===== src/rtl/fofir_tap_sequencer.sv =====
// fofir_tap_sequencer
//   Upstream feeder for the FoFIR 11-input tap mux. A job starts with a
//   one-cycle start plus tap_count (1..11). The block then accepts tap_count
//   words over a load stream into a register bank that drives the mux data
//   inputs. After that it steps the 4-bit mux select through the active taps,
//   one per cycle, and honours a downstream hold.
//
// Handshake: a load word transfers on a rising edge where in_valid and
//   in_ready are both 1. in_ready is a registered output that is high only in
//   LOAD and does not depend on in_valid. in_valid may toggle freely; a cycle
//   without in_valid is a bubble.
//
// Ports:
//   clk, rst_n        clock, synchronous active-low reset
//   start, tap_count  job request and number of active taps (sampled in IDLE)
//   in_valid, in_data, in_ready   load stream
//   hold              downstream stall; freezes sel/sel_valid/last in RUN
//   tap0..tap10       tap register bank (mux in0..in10)
//   sel, sel_valid, last          mux select, qualifier, final-tap marker
//   busy, done, err   status: not idle, end-of-job pulse, bad-count pulse
//   dbg_state         current FSM state encoding (0 IDLE,1 LOAD,2 RUN,3 DONE)
module fofir_tap_sequencer #(
  parameter int data_width = 16,
  parameter int max_taps   = 11
) (
  input  logic                  clk,
  input  logic                  rst_n,
  input  logic                  start,
  input  logic [3:0]            tap_count,
  input  logic                  in_valid,
  input  logic [data_width-1:0] in_data,
  output logic                  in_ready,
  input  logic                  hold,
  output logic [data_width-1:0] tap0,
  output logic [data_width-1:0] tap1,
  output logic [data_width-1:0] tap2,
  output logic [data_width-1:0] tap3,
  output logic [data_width-1:0] tap4,
  output logic [data_width-1:0] tap5,
  output logic [data_width-1:0] tap6,
  output logic [data_width-1:0] tap7,
  output logic [data_width-1:0] tap8,
  output logic [data_width-1:0] tap9,
  output logic [data_width-1:0] tap10,
  output logic [3:0]            sel,
  output logic                  sel_valid,
  output logic                  last,
  output logic                  busy,
  output logic                  done,
  output logic                  err,
  output logic [1:0]            dbg_state
);

  typedef enum logic [1:0] {
    S_IDLE = 2'd0,
    S_LOAD = 2'd1,
    S_RUN  = 2'd2,
    S_DONE = 2'd3
  } state_t;

  state_t                state;
  logic [3:0]            count;
  logic [3:0]            load_cnt;
  logic [data_width-1:0] taps [0:max_taps-1];

  always_ff @(posedge clk) begin
    if (!rst_n) begin
      state     <= S_IDLE;
      count     <= 4'd0;
      load_cnt  <= 4'd0;
      sel       <= 4'd0;
      sel_valid <= 1'b0;
      last      <= 1'b0;
      in_ready  <= 1'b0;
      busy      <= 1'b0;
      done      <= 1'b0;
      err       <= 1'b0;
      for (int i = 0; i < max_taps; i++) taps[i] <= '0;
    end else begin
      // done and err are single-cycle pulses.
      done <= 1'b0;
      err  <= 1'b0;
      case (state)
        S_IDLE: begin
          if (start) begin
            if (tap_count >= 4'd1 && tap_count <= 4'd11) begin
              count    <= tap_count;
              load_cnt <= 4'd0;
              for (int i = 0; i < max_taps; i++) taps[i] <= '0;
              in_ready <= 1'b1;
              busy     <= 1'b1;
              state    <= S_LOAD;
            end else begin
              err <= 1'b1;
            end
          end
        end
        S_LOAD: begin
          if (in_valid) begin
            taps[load_cnt] <= in_data;
            load_cnt       <= load_cnt + 4'd1;
            if (load_cnt == count - 4'd1) begin
              in_ready  <= 1'b0;
              sel       <= 4'd0;
              sel_valid <= 1'b1;
              last      <= (count == 4'd1);
              state     <= S_RUN;
            end
          end
        end
        S_RUN: begin
          if (!hold) begin
            if (last) begin
              // sel returns to 0 together with sel_valid so the mux never
              // sees a stale or unused code.
              sel       <= 4'd0;
              sel_valid <= 1'b0;
              last      <= 1'b0;
              done      <= 1'b1;
              state     <= S_DONE;
            end else begin
              sel  <= sel + 4'd1;
              last <= ((sel + 4'd1) == (count - 4'd1));
            end
          end
        end
        S_DONE: begin
          busy  <= 1'b0;
          state <= S_IDLE;
        end
        default: state <= S_IDLE;
      endcase
    end
  end

  assign dbg_state = state;
  assign tap0  = taps[0];
  assign tap1  = taps[1];
  assign tap2  = taps[2];
  assign tap3  = taps[3];
  assign tap4  = taps[4];
  assign tap5  = taps[5];
  assign tap6  = taps[6];
  assign tap7  = taps[7];
  assign tap8  = taps[8];
  assign tap9  = taps[9];
  assign tap10 = taps[10];

endmodule


===== config.mk =====
export PLATFORM = sky130hd
export DESIGN_NAME = fofir_tap_sequencer
export DESIGN_NICKNAME = d
export VERILOG_FILES = /design/src/rtl/fofir_tap_sequencer.sv
export SDC_FILE = /design/constraint.sdc
export NUM_CORES = 1
export LEC_CHECK = 0
export BUFFER_PORTS_ARGS = -buffer_cell sky130_fd_sc_hd__buf_2
export CAP_MARGIN = 20
export CORE_ASPECT_RATIO = 1.4
export CORE_UTILIZATION = 47
export DETAILED_ROUTE_END_ITERATION = 6
export GPL_ROUTABILITY_DRIVEN = 0
export PLACE_DENSITY = 0.73
export SLEW_MARGIN = 20
export SYNTH_ARGS = -nofsm -noshare
export SYNTH_HDL_FRONTEND = slang
export SYNTH_SLANG_ARGS = --single-unit

===== constraint.sdc =====
create_clock -name clk -period 3 [get_ports clk]
set_input_delay 0.6 -clock clk [delete_from_list [all_inputs] [get_ports clk]]
set_output_delay 0.6 -clock clk [all_outputs]
set_load 0.005 [all_outputs]

==> results.toml <==
[die]
io_pins = 213
rows = 55
dieArea_um2 = 17260
fp.coreArea_um2 = 16240
die_h_um = 155.1
dieWidth_um = 111.3
start_util_pct = 48.42

[synth]
synth_seq_area_share_pct = 72.30
syn-instance-count = 553
synth.net_count = 589
async_reset_ff_share_pct = 0
ys_seq_elements = 196
synth_cell_types = 40
syn_avg_cell_area_um2 = 14.22
synth-edff-count = 176
ys.warnings.count = 0
ys.flop_type = "edfxtp_1"
syn_area_um2 = 7864

[sta]
drv_slew = 0
setup_viol = 0
rsz0062_at_grt = "false"
period_minus_slack_ns = 2.603
maxClockFrequency_mhz = 384.1
hold_viol = 0
worst_pin_slew_ns = 0.8782
slew-limit-headroom_pct = 41.24
period_share_pct = 86.78
fin_worst_skew_ns = 0.01002
setup-tns-final_ns = 0

[setup_path]
worst_ep_arrival_time_ns = 2.66
crit_start = "tap_count[3]"
reg2reg_to = "taps[6][15]"
critPathMaxFanout = 16
critical_path_required_ns = 3.06
worstSetupPathType = "in -> reg"
crit_path_start_kind = "input port"
rr_startpoint = "dbg_state[0]"
r2r_cells = 6
end_kind = "flip-flop"
reg2reg_setup_slack_ns = 0.40

[worst_hold_path]
hp-start = "tap_count[2]"
min_path_type = "in -> reg"
hold_depth = 3
worst_hold_path.endpoint = "count[2]"

[global_routing]
grt_pass1_wl_mm = 30.94
grt_pass1_vias = 5060
grt_util_all_layers_pct = 24.32
antenna_found_initial = 0
grt-ovfl-total = 0
grt_max_degree = 20

[layout]
antenna_cells = 0
fillers = 1271
multi_input_area_um2 = 2012
drive_above_1_share_pct = 34.15
register_area_um2 = 5685
area_growth_pct = 23.72
finalCoreUtilization_pct = 59.91
nNetsFinal = 802

[clock_network]
htreeDepth = 4
clk_latency_ns = 0.44
clk_path_buf_depth = 2
post_cts_buffers = 0
clock-sinks = 196
ctsRootBufferMaster = "clkbuf_16"
cts_resized = 0
cts_tree = "done"
cts.clk_slew.worst_paths_ns = 0.07
hold_buffers = 0
numCtsBuffers = 17

[status]
violations = "design-rule violations"
status = "finished, violations left"

[detailed_routing]
dr.pass1.iters = 6
drt_iter0_markers = 474
vias = 5183
drc = 46
vias_per_cell = 5.300
wire_per_inst_um = 20.79
ant_nets = 0
finalWirelength_mm = 20.33

[power_and_ir_drop]
cellPowerDensity_nw_per_um2 = 712.1
leakage_uw = 0.004283
ir_worst_vdd_mv = 0.4688
power_uw = 6928

[placement]
hpwlAfterDp_mm = 14.68
numPortBuffers = 212

[flow_run]
cap_violations = 0
-- registers in the layout, indices dropped and copies added (netlist names) --
signal / cells
in_ready: 1
done: 1
busy: 1
err: 1
taps: 176
dbg_state: 2
sel: 4
load_cnt: 4
sel_valid: 1
last: 1
count: 4
-- cells in the mapped netlist (2+ instances only) --
library cell,count,area [um2]
nand2_1,13,48.80
nand4b_1,2,17.52
nor2_1,29,108.9
a41oi_1,2,17.52
inv_1,13,48.80
a21oi_1,8,40.04
clkbuf_1,31,116.4
nor3_1,4,20.02
xnor2_1,6,52.55
edfxtp_1,176,5285
ha_1,11,137.6
dfxtp_1,20,400.4
and3_1,2,12.51
xor2_1,7,61.31
and2_1,177,1107
mux2i_1,7,70.07
o21ai_0,18,90.09
or3_1,2,12.51
nand3_1,4,20.02
-- worst max path at each step --
stage | to | cells past startpoint
after floorplan | taps[1][0] | 7
after global placement | taps[6][14] | 6
after detailed placement | taps[6][10] | 6
after CTS | taps[6][15] | 6
after global routing | taps[6][15] | 6
final | taps[6][15] | 6
-- cell usage in the layout (no fill, tap or decap), types with 4 or more instances in the layout --
cell	count
a21oi_1	8
and2_1	177
buf_2	212
buf_4	14
clkbuf_16	17
clkinv_4	4
dfxtp_1	20
edfxtp_1	176
ha_1	11
inv_1	13
inv_8	5
mux2i_1	7
nand2_1	13
nand3_1	4
nor2_1	29
nor3_1	4
o21ai_0	7
o21ai_1	10
xnor2_1	6
xor2_1	7
-- cell families after synthesis --
group,count (synthesis),synth area share [%]
XOR/XNOR,14,1.750
buffers and inverters,45,2.164
flip-flops,196,72.30
AO/OA/AOI/OAI,39,3.151
AND/OR/NAND/NOR,241,18.00
multiplexers,7,0.8910
adder cells (fa/ha/maj),11,1.750
-- metal layers --
metal	GRT usage, %	vias up	wire (um)
met5	0	-	0
met4	8.494	0	410
met3	5.025	26	1617
met2	42.38	250	10330
met1	30.11	2564	7971
li1	-	2343	-
-- per-stage QoR --
| stage | cell area, um2 | setup slack, ns | hold slack (ns) | cells |
|---|---|---|---|---|
| finish | 9729 | 0.3965 | 0.4510 | 978 |
| global route | 9729 | 0.1947 | 0.4582 | 978 |
| floorplan | 7864 | 0.1136 | 0.4782 | 553 |
| detailed placement | 9161 | -0.07723 | 0.4847 | 946 |
| global placement | 9161 | 0.04651 | 0.4728 | 946 |
| CTS | 9729 | 0.3818 | 0.4356 | 978 |
-- worst max-delay path, stage by stage --
cell and delay (ns):
buf_2 0.12, nor4_1 0.42, or2_2 0.23, nor2_1 0.12, nor2_1 0.69, o21ai_2 0.48
-- report_power, final --
group | switching (uW) | leakage, uW | internal (uW)
Combinational | 685 | 0.00195 | 446
Clock | 1080 | 0.000280 | 1100
Sequential | 175 | 0.00205 | 3440
Total | 1940 | 0.00428 | 4990
-- cell type report --
type                    count  share of cell area [%]
multi-input cells         312                   20.68
clock inverters            15                   1.466
inverters                  13                  0.5015
repair buffers            226                   11.99
well taps                 199                   2.559
flip-flops and latches    196                   58.44
clock buffers              17                   4.372
(Power assumes the default switching activity.)
